==> config.mk <==
export PLATFORM = sky130hd
export DESIGN_NAME = tff_bank
export DESIGN_NICKNAME = d
export VERILOG_FILES = /design/src/rtl/tff_bank.sv
export SDC_FILE = /design/constraint.sdc
export NUM_CORES = 1
export LEC_CHECK = 0
export CAP_MARGIN = 10
export CORE_AREA = 2 2 39 41
export DETAILED_ROUTE_END_ITERATION = 8
export DIE_AREA = 0 0 41 43
export GPL_TIMING_DRIVEN = 0
export HOLD_SLACK_MARGIN = 0.1
export PLACE_DENSITY = 0.68
export REMOVE_ABC_BUFFERS = 1
export SLEW_MARGIN = 25
export SYNTH_ARGS = -nofsm -noshare
export SYNTH_HDL_FRONTEND = slang
export SYNTH_SLANG_ARGS = --single-unit
==> constraint.sdc <==
create_clock -name clk -period 1.8 [get_ports clk]
set_clock_uncertainty 0.15 [all_clocks]
set_input_delay 0.27 -clock clk [delete_from_list [all_inputs] [get_ports clk]]
set_output_delay 0.27 -clock clk [all_outputs]
set_load 0.1 [all_outputs]
==> src/rtl/tff_bank.sv <==
// Bank of WIDTH T flip-flops: independent toggles (BANK) or a chained up/down counter (COUNT).
// Define TFF_BANK_EDGE_EN to make t rising-edge sensitive instead of level-sensitive.
module tff_bank #(
   parameter int               WIDTH    = 4,
   parameter logic [WIDTH-1:0] RST_VAL  = '0,
   parameter bit               SATURATE = 1'b0
) (
   input  logic             clk,
   input  logic             rst,
   input  logic             en,
   input  logic             mode,
   input  logic             dir,
   input  logic [WIDTH-1:0] t,
   input  logic             clr,
   input  logic             load,
   input  logic [WIDTH-1:0] load_val,
   output logic [WIDTH-1:0] q,
   output logic             tc,
   output logic             wrap
);

   logic [WIDTH-1:0] q_reg, q_next;
   logic             wrap_reg, wrap_next;
   logic [WIDTH-1:0] tt;
   logic [WIDTH-1:0] ones_below, zeros_below, cnt_tog;
   logic             at_limit;

`ifdef TFF_BANK_EDGE_EN
   logic [WIDTH-1:0] t_d_reg;

   // History tracks t on every edge so a held t only acts once.
   always_ff @(posedge clk or negedge rst) begin
      if (!rst) t_d_reg <= '0;
      else      t_d_reg <= t;
   end

   assign tt = t & ~t_d_reg;
`else
   assign tt = t;
`endif

   // Counter T inputs: bit gi toggles when every lower bit sits at the carry/borrow value.
   genvar gi;
   generate
      for (gi = 0; gi < WIDTH; gi++) begin : g_cell
         if (gi == 0) begin : g_lsb
            assign ones_below[gi]  = 1'b1;
            assign zeros_below[gi] = 1'b1;
         end else begin : g_upper
            assign ones_below[gi]  = ones_below[gi-1] & q_reg[gi-1];
            assign zeros_below[gi] = zeros_below[gi-1] & ~q_reg[gi-1];
         end
         assign cnt_tog[gi] = dir ? ones_below[gi] : zeros_below[gi];
      end
   endgenerate

   assign at_limit = dir ? (&q_reg) : ~(|q_reg);

   always_comb begin
      q_next    = q_reg;
      wrap_next = 1'b0;
      if (clr) begin
         q_next = RST_VAL;
      end else if (load) begin
         q_next = load_val;
      end else if (en) begin
         if (!mode) begin
            q_next = q_reg ^ tt;
         end else if (tt[0]) begin
            if (at_limit && SATURATE) begin
               q_next = q_reg;
            end else begin
               q_next    = q_reg ^ cnt_tog;
               wrap_next = at_limit;
            end
         end
      end
   end

   always_ff @(posedge clk or negedge rst) begin
      if (!rst) begin
         q_reg    <= RST_VAL;
         wrap_reg <= 1'b0;
      end else begin
         q_reg    <= q_next;
         wrap_reg <= wrap_next;
      end
   end

   assign q    = q_reg;
   assign wrap = wrap_reg;
   assign tc   = mode & at_limit;

endmodule

---- Yosys cells after proc, flatten, opt, wreduce, memory -nomap -nowiden ----
Cells that the tools add are included.
word-level totals
  bits in registers ....................... 5
  input bits .............................. 15
  output and inout port bits .............. 6
  logic and storage cells ................. 32
cells by class
  eq/ne operators ......................... 1
  mux-type cells .......................... 14
  bitwise logic cells ..................... 11
  reductions and logical operators ........ 4
operators with widths
  kind                                                    count
  two-way mux 4 bit                                       5
  two-way mux 1 bit                                       9
  bitwise XOR 4 bit                                       2
  AND 1 bit                                               5
  inequality test 4 x 1 -> 1 bit (second input constant)  1
  inverter 1 bit                                          4
  AND reduction 4 bit                                     1
  OR reduction 4 bit                                      1
  nonzero test 3 bit                                      1
  AND reduction 2 bit                                     1

---- Longest topological paths before layout ----
Gate-level depths: netlist of the first run.
  depth after elaboration ................. 10
  depth in mapped cells ................... 5
  mapped depth without buffers ............ 4

---- Least setup slack after synthesis of the first run ----
Ideal clock, no wire load.
  path kind ............................... flip-flop to flip-flop
  start ................................... register q_reg[0], in the netlist q[0]
  end ..................................... register wrap_reg, in the netlist wrap
  library setup time ...................... 0.105 ns
  data arrival time ....................... 2.591 ns
  setup slack ............................. -1.046 ns
  cell stages (with the launch flop) ...... 5
  buffers on the path ..................... 0
  clock period less this slack ............ 2.846 ns
  cell sequence ........................... dfrtp_1 > or4_4 > nor2_1 > o21a_1 > nor4b_1
on the way
  word-level cells in the longest chain between the ends .. 8
  elaborated cells between the ends (all ways) .. 9
  classes of those cells .................. mux (6); bitwise (1); reduce/logical (2)
RTL lines
  element                 line  source
  start, declared         22    logic [WIDTH-1:0] q_reg, q_next;
  start signal, assigned  85    q_reg <= q_next;
  OR reduction 4 bit      57    assign at_limit = dir ? (&q_reg) : ~(|q_reg);
  inverter 1 bit          57
  two-way mux 1 bit *     57
  two-way mux 1 bit *     69    end else if (tt[0]) begin
  two-way mux 1 bit *     67    if (!mode) begin
  two-way mux 1 bit *     66    end else if (en) begin
  two-way mux 1 bit *     64    end else if (load) begin
  two-way mux 1 bit *     62    if (clr) begin
  net wrap_next           23    logic wrap_reg, wrap_next;
  end signal, assigned    86    wrap_reg <= wrap_next;
  end, declared           23
Mark *: on every way through the listed nets, which the timed path passes. The rest lies on a longest branch.
A chain may end at the register's enable or synchronous reset.

---- Final worst setup path of the first run ----
  start ................................... register q_reg[1], in the netlist q[1]
  end ..................................... output port tc
on the way
  word-level cells in the longest chain between the ends .. 4
  elaborated cells between the ends (all ways) .. 5
  classes of those cells .................. mux (1); bitwise (2); reduce/logical (2)
RTL lines
  element              line  source
  OR reduction 4 bit   57
  inverter 1 bit       57
  two-way mux 1 bit *  57
  AND 1 bit *          92    assign tc = mode & at_limit;
  end, declared        18    output logic tc,
Mark *: on every way between the ends. The rest lies on a longest branch, timed or not.

==> results.rst, run 1 <==
.. list-table::
   :header-rows: 1

   * - Metric
     - Value
   * - Result of the run
     - finished, violations left
   * - Failing checks
     - negative setup slack
   * - Setup WS pre-CTS
     - -1.26 ns
   * - Width of the chip
     - 41 um
   * - Mapped Area
     - 364 um^2
   * - Post-synthesis sequential area ratio
     - 0.344
   * - Element type at the critical path start
     - flop
   * - Max-cap check violation count
     - 0
   * - Standard cell core area
     - 0.00138 mm^2
   * - Primary flip-flop cell chosen by synthesis mapping
     - dfrtp_1
   * - Cell types with the largest area share after synthesis
     - dfrtp_1, mux2i_1, o21a_1, xor2_1, inv_1
   * - Worst-path maximum fanout
     - 6
   * - Avg Cell Area, Syn
     - around 9 um^2
   * - Global-route wire length before repair
     - 1170 um
   * - Power per standard cell area
     - 668 mW/mm^2
   * - Pin count of the biggest net entering global routing
     - 9
   * - GP Congestion
     - 0.633
   * - Share of final-layout standard cells stronger than drive strength 1
     - 0.227
   * - DRC marker count from the first detailed-route iteration
     - 5
   * - Portion of the clock cycle consumed by the worst path in the final layout
     - 1.16
   * - Cell total after placement
     - 75
   * - Kind of cell adding the most delay to the critical path
     - simple AND/OR/NAND/NOR gates
   * - Longest individual stage delay on the worst path
     - 0.53 ns
   * - GR Overflow Total
     - 0
   * - Vias in the first global route
     - between 300 and 400
   * - Required @ worst endpoint
     - 1.38 ns
   * - Proportion of synthesized flip-flops having asynchronous set or reset
     - 1.00
   * - Least-Margin Pin Slew
     - ~0.95 ns
   * - Port Buffer Count
     - 20
   * - Number of buffers added by the clock tree synthesis step
     - 3
   * - CP bufs+invs
     - 1
   * - Worst-Skew Late Latency
     - 0.24 ns
   * - Ys Warns
     - 0
   * - Setup slack of the critical path after layout
     - -0.280 ns
   * - Final #Nets
     - 82
   * - Number of buffers between clock root and the deepest sink
     - 2
   * - Vias after detailed routing
     - between 300 and 400
   * - Headroom to the max-slew limit
     - 0.369
   * - Number of flip-flops under the largest register name
     - 4
   * - Die Y-Extent
     - roughly 43 um
   * - Fraction of post-synthesis cell area in the top cell type by area
     - 0.344
   * - Min Tclk post-route
     - ~2.1 ns
   * - Library cells used by synthesis
     - 19
   * - Kind of end point of the critical path
     - primary output
   * - RSZ-0062 raised after global routing
     - yes
   * - TritonCTS Sinks
     - 5
   * - Worst setup path class
     - reg -> out
   * - Util after Layout
     - 0.468
   * - Count of endpoints failing setup in the final report
     - 4
   * - Number of cell instances on the worst register-to-register path
     - 5
   * - Register-to-register setup slack
     - -0.10 ns
   * - Die Area
     - approximately 0.0018 mm^2
   * - Drt total wl
     - 806 um
   * - Leading cell types by count after synthesis
     - dfrtp_1, inv_1, o21a_1
   * - Clock transition at the registers of the reported paths
     - 0.04 ns
   * - Total track usage
     - 0.105
   * - Starting density of the core
     - 0.263
   * - Final count of hold timing violations
     - 0
   * - Cell with the largest stage delay on the worst path
     - or4_4
   * - Syn-to-layout area delta
     - 78.0%
   * - Final-layout fill cell count
     - about 130
   * - Static Leakage
     - 0.000288 uW
   * - CP Cell Sequence
     - or4_4, nor2_1, o21a_1, buf_12
   * - Number of antenna violations at the first check in global routing
     - 0
   * - TritonCTS clock tree
     - yes
   * - Num ports
     - 21
   * - Half-perimeter wire length after placement
     - 660 um
   * - Gate Count Post-Synth
     - 41
   * - Total DRC errors in the routed layout
     - 0
   * - Startpoint of the most critical register-to-register path
     - q[1]$_DFFE_PN0P_
   * - Number of enable-type register cells in the synthesized netlist
     - 0
   * - Placement row count
     - 14
   * - Cell taking the most area after synthesis
     - dfrtp_1
   * - Number of H-tree branching levels
     - 1
   * - Data arrival at the endpoint of the critical path
     - 1.66 ns
   * - Post-route non-filler standard cell count
     - 82
   * - Number of register bits inferred by synthesis
     - 5
   * - Root Buffer
     - clkbuf_4
   * - Number of iterations in the first detailed-routing pass
     - 4
   * - Worst min-delay path category
     - in -> async
   * - Max IR drop VDD
     - 0.310 mV
   * - Endpoint of the worst-slack reg-to-reg timing path
     - q[3]$_DFFE_PN0P_
   * - Routed WL per cell
     - between 9 and 10 um
   * - Via count normalized by instance count
     - roughly 4.5
   * - Ant. Diodes
     - 0
   * - Total Neg Setup Slack
     - -0.527 ns
   * - Pins Over Slew Limit
     - 0
   * - Max Fclk
     - 481 MHz
   * - Count of antenna-violating nets left after detailed routing
     - 0
## what timing repair did
item	CTS	global route
hold endpoints to repair	0	0
hold buffers	0	0
pin swaps	1	3
setup buffers	2	2
resized for setup	25	1
endpoints found under the setup margin	7	6
## stage by stage
step,power (uW),instance area (um^2),hold WS (ns)
2_1_floorplan,235,357,-0.176
3_3_place_gp,299,577,0.359
3_5_place_dp,300,577,0.363
4_1_cts,438,646,0.108
5_1_grt,460,648,0.110
6_report,433,648,0.108
## placed cells by master (no fill, tap or decap), drive strengths merged, types with 2 or more instances in the layout
master / netlist / layout
a311oi: 2 / 2
mux2i: 3 / 3
buf: 0 / 4
clkdlybuf4s15: 0 / 3
o21a: 4 / 4
inv: 5 / 5
nand3: 2 / 2
xnor2: 2 / 2
a21oi: 3 / 3
nor2: 3 / 3
clkbuf: 2 / 5
dfrtp: 5 / 5
clkdlybuf4s50: 0 / 13
xor2: 3 / 3
dlygate4sd2: 0 / 2
## how the worst max path moves through the flow
stage / from / end / slack [ns] / cells after the start
floorplan: q[0]$_DFFE_PN0P_ / wrap$_DFF_PN0_ / -1.05 / 4
global placement: dir / tc / -1.25 / 5
detailed placement: dir / tc / -1.26 / 5
CTS: q[1]$_DFFE_PN0P_ / tc / -0.31 / 4
global route: q[1]$_DFFE_PN0P_ / tc / -0.35 / 4
finish: q[1]$_DFFE_PN0P_ / tc / -0.28 / 4
## metal layers
layer,vias to the layer above,GRT usage,part of all wire
met3,2,0.0314,0.092
li1,197,-,-
met1,158,0.118,0.43
met2,16,0.147,0.47
met4,0,0.100,0.011
met5,-,0,0
## report_power, final
group / total [uW] / switching [uW] / internal, uW / leakage, uW
logic: 180 / 108 / 71.6 / 0.000209
clock network: 126 / 42.4 / 83.6 / 0.0000150
registers: 128 / 6.98 / 121 / 0.0000643
total: 433 / 157 / 276 / 0.000288
## cells by family after synthesis
| family | count (synthesis) | synth area share |
|---|---|---|
| AO/OA/AOI/OAI | 10 | 0.203 |
| XOR/XNOR | 5 | 0.120 |
| buffers and inverters | 7 | 0.0722 |
| flip-flops | 5 | 0.344 |
| multiplexers | 3 | 0.0825 |
| AND/OR/NAND/NOR | 11 | 0.179 |
## final cells by class
cell class	count	area (um^2)	share of cell area
flip-flops and latches	5	126	0.195
repair buffers	23	229	0.353
multi-input cells	29	228	0.351
well taps	16	20.0	0.0309
clock buffers	4	26.3	0.0405
inverters	5	18.8	0.0290
## worst reg2reg max path: stages, from the launching register on
cell and delay (ns):
dfrtp_1 0.42, or4_4 0.53, buf_4 0.15, a311oi_2 0.25, xnor2_1 0.11, o21a_1 0.17
No activity file was read; power rests on OpenSTA's default activity.
==> inputs of run 2 (changes only) <==
--- a/config.mk
+++ b/config.mk
@@ -17,3 +17,4 @@
 export SYNTH_ARGS = -nofsm -noshare
 export SYNTH_HDL_FRONTEND = slang
 export SYNTH_SLANG_ARGS = --single-unit
+export TNS_END_PERCENT = 20
==> results.rst, run 2 (synthesis gave the netlist of run 1 again) <==
.. list-table::
   :header-rows: 1

   * - Metric
     - Value
   * - Root Buffer
     - clkbuf_4 (unchanged)
   * - Kind of cell adding the most delay to the critical path
     - simple AND/OR/NAND/NOR gates (unchanged)
   * - Number of cell instances on the worst register-to-register path
     - 6 (was 5)
   * - GR Overflow Total
     - 0 (unchanged)
   * - Portion of the clock cycle consumed by the worst path in the final layout
     - 1.16 (about the same)
   * - Final count of hold timing violations
     - 0 (unchanged)
   * - Result of the run
     - finished, violations left (unchanged)
   * - Worst setup path class
     - reg -> out (unchanged)
   * - Total track usage
     - 0.105 (unchanged)
   * - RSZ-0062 raised after global routing
     - yes (unchanged)
   * - Part of the power in combinational logic
     - 0.414 (about the same)
   * - Max IR drop VDD
     - 0.311 mV (was 0.310 mV)
   * - Final #Nets
     - 82 (unchanged)
   * - Power share of the clock group
     - 0.291 (about the same)
   * - Headroom to the max-slew limit
     - 0.369 (unchanged)
   * - Setup slack of the critical path after layout
     - -0.290 ns (was -0.280 ns)
   * - Element type at the critical path start
     - flop (unchanged)
   * - Cell with the largest stage delay on the worst path
     - or4_4 (unchanged)
   * - Via count normalized by instance count
     - 4.51 (was 4.55)
   * - Number of antenna violations at the first check in global routing
     - 0 (unchanged)
   * - Data arrival at the endpoint of the critical path
     - 1.67 ns (was 1.66 ns)
   * - Reported net switching power
     - 157 uW (about the same)
   * - Number of H-tree branching levels
     - 1 (unchanged)
   * - Vias after detailed routing
     - 370 (was 373)
   * - Number of flip-flops under the largest register name
     - 4 (unchanged)
   * - Width of the chip
     - 41 um (unchanged)
   * - Static Leakage
     - 0.000290 uW (was 0.000288 uW)
   * - Most common cell after layout, fill and taps aside
     - clkdlybuf4s50_1 (unchanged)
   * - CP bufs+invs
     - 1 (unchanged)
   * - Total DRC errors in the routed layout
     - 0 (unchanged)
   * - TritonCTS clock tree
     - yes (unchanged)
   * - Total power of the final layout
     - 433 uW (about the same)
   * - Drt total wl
     - 810 um (was 806 um)
   * - Die Y-Extent
     - 43 um (unchanged)
   * - Share of final-layout standard cells stronger than drive strength 1
     - 0.227 (unchanged)
   * - Standard cell core area
     - 0.00138 mm^2 (unchanged)
   * - Pins Over Slew Limit
     - 0 (unchanged)
   * - Required @ worst endpoint
     - 1.38 ns (about the same)
   * - Layer with the highest usage
     - met2 (unchanged)
   * - Switching portion of total power
     - 0.364 (was 0.363)
   * - Pin count of the biggest net entering global routing
     - 9 (unchanged)
   * - Internal cell power
     - 276 uW (about the same)
   * - Part of the total power dissipated in sequential elements
     - 0.295 (about the same)
   * - Failing checks
     - negative setup slack (unchanged)
   * - Global-route wire length before repair
     - 1170 um (unchanged)
   * - Min Tclk post-route
     - 2.09 ns (was 2.08 ns)
   * - TritonCTS Sinks
     - 5 (unchanged)
   * - Placement row count
     - 14 (unchanged)
   * - Global Route met1 Usage
     - 0.118 (unchanged)
   * - Worst-Skew Late Latency
     - 0.24 ns (about the same)
   * - Highest-count cells in the layout ignoring fill and taps
     - clkdlybuf4s50_1, inv_1, o21a_1, dfrtp_1 (unchanged)
   * - Count of antenna-violating nets left after detailed routing
     - 0 (unchanged)
   * - Worst-case hold slack
     - 0.108 ns (about the same)
   * - Syn-to-layout area delta
     - 79.0% (was 78.0%)
   * - Ant. Diodes
     - 0 (unchanged)
   * - GP Congestion
     - 0.633 (unchanged)
   * - Clock transition at the registers of the reported paths
     - 0.04 ns (about the same)
   * - Number of iterations in the first detailed-routing pass
     - 4 (unchanged)
   * - Max-cap check violation count
     - 0 (unchanged)
   * - Port Buffer Count
     - 20 (unchanged)
   * - Number of buffers between clock root and the deepest sink
     - 2 (unchanged)
   * - Routed WL per cell
     - 9.88 um (was 9.83 um)
   * - Half-perimeter wire length after placement
     - 660 um (unchanged)
   * - Longest individual stage delay on the worst path
     - 0.54 ns (was 0.53 ns)
   * - M3 GR Usage
     - 0.0314 (unchanged)
   * - Num ports
     - 21 (unchanged)
   * - Total Neg Setup Slack
     - -0.493 ns (was -0.527 ns)
   * - Util after Layout
     - 0.471 (was 0.468)
   * - Count of endpoints failing setup in the final report
     - 4 (unchanged)
   * - Worst min-delay path category
     - in -> async (unchanged)
   * - Number of buffers added by the clock tree synthesis step
     - 3 (unchanged)
   * - Starting density of the core
     - 0.263 (unchanged)
   * - Power per standard cell area
     - 664 mW/mm^2 (was 668 mW/mm^2)
   * - Worst-path maximum fanout
     - 6 (unchanged)
   * - Final-layout fill cell count
     - 127 (was 129)
   * - CP Cell Sequence
     - or4_4, nor2_1, o21a_1, buf_12 (unchanged)
   * - Vias in the first global route
     - 317 (unchanged)
   * - Least-Margin Pin Slew
     - 0.951 ns (unchanged)
   * - Global-route track usage on met2
     - 0.147 (unchanged)
   * - Stages on the worst setup path
     - 4 (unchanged)
   * - Startpoint of the most critical register-to-register path
     - q[1]$_DFFE_PN0P_ (unchanged)
   * - Die Area
     - 0.00176 mm^2 (unchanged)
   * - Worst Setup SP
     - q[1]$_DFFE_PN0P_ (unchanged)
   * - DRC marker count from the first detailed-route iteration
     - 5 (unchanged)
   * - Max Fclk
     - 479 MHz (was 481 MHz)
   * - Kind of end point of the critical path
     - primary output (unchanged)
[run 2: cell counts in the layout (fill, tap and decap cells not counted)]
Identical to the previous run, type by type.
[run 2: cell type report]
| type | count | area (um^2) | share of cell area |
|---|---|---|---|
| Timing Repair Buffer | 23 | 233 | 0.357 |
| Multi-Input combinational cell | 29 | 228 | 0.349 |
| Sequential cell | 5 | 126 | 0.194 |
| Clock buffer | 4 | 26.3 | 0.0403 |
| Tap cell | 16 | 20.0 | 0.0307 |
| Inverter | 5 | 18.8 | 0.0288 |
[run 2: power by group through the flow]
stage	clock network [uW]	registers, uW	logic (uW)
2_1_floorplan	0	186	49.0
3_3_place_gp	0	132	167
3_5_place_dp	0	132	168
4_1_cts	132	128	178
5_1_grt	141	129	189
6_report	126	128	179
[run 2: final timing paths]
kind / end / slack (ns)
max: tc / -0.29
min reg2reg: q[2]$_DFFE_PN0P_ / 0.53
max reg2reg: wrap$_DFF_PN0_ / -0.05
min in group clk: q[0]$_DFFE_PN0P_ / 0.49
min: q[1]$_DFFE_PN0P_ / 0.11
max in group asynchronous: q[0]$_DFFE_PN0P_ / 1.18
[run 2: repair_timing]
| action | in CTS | in global routing |
|---|---|---|
| cloned | 0 | 0 |
| endpoints found under the setup margin | 7 | 6 |
| pin swaps | 1 | 3 |
| buffers inserted | 2 | 1 |
| endpoints found under the hold margin | 0 | 0 |
| hold buffers | 0 | 0 |
| gates resized for setup | 25 | 2 |
[run 2: per-stage QoR]
| stage | setup WS (ns) | std cells | cell area (um^2) |
|---|---|---|---|
| final | -0.290 | 82 | 652 |
| after global routing | -0.359 | 82 | 652 |
| after CTS | -0.315 | 81 | 646 |
| after detailed placement | -1.26 | 75 | 577 |
| after global placement | -1.25 | 75 | 577 |
| after floorplan | -1.05 | 39 | 357 |
[run 2: metal layers]
layer | up-vias | share of wire
met5 | - | 0
met2 | 16 | 0.47
met1 | 157 | 0.43
li1 | 195 | -
met3 | 2 | 0.091
met4 | 0 | 0.011
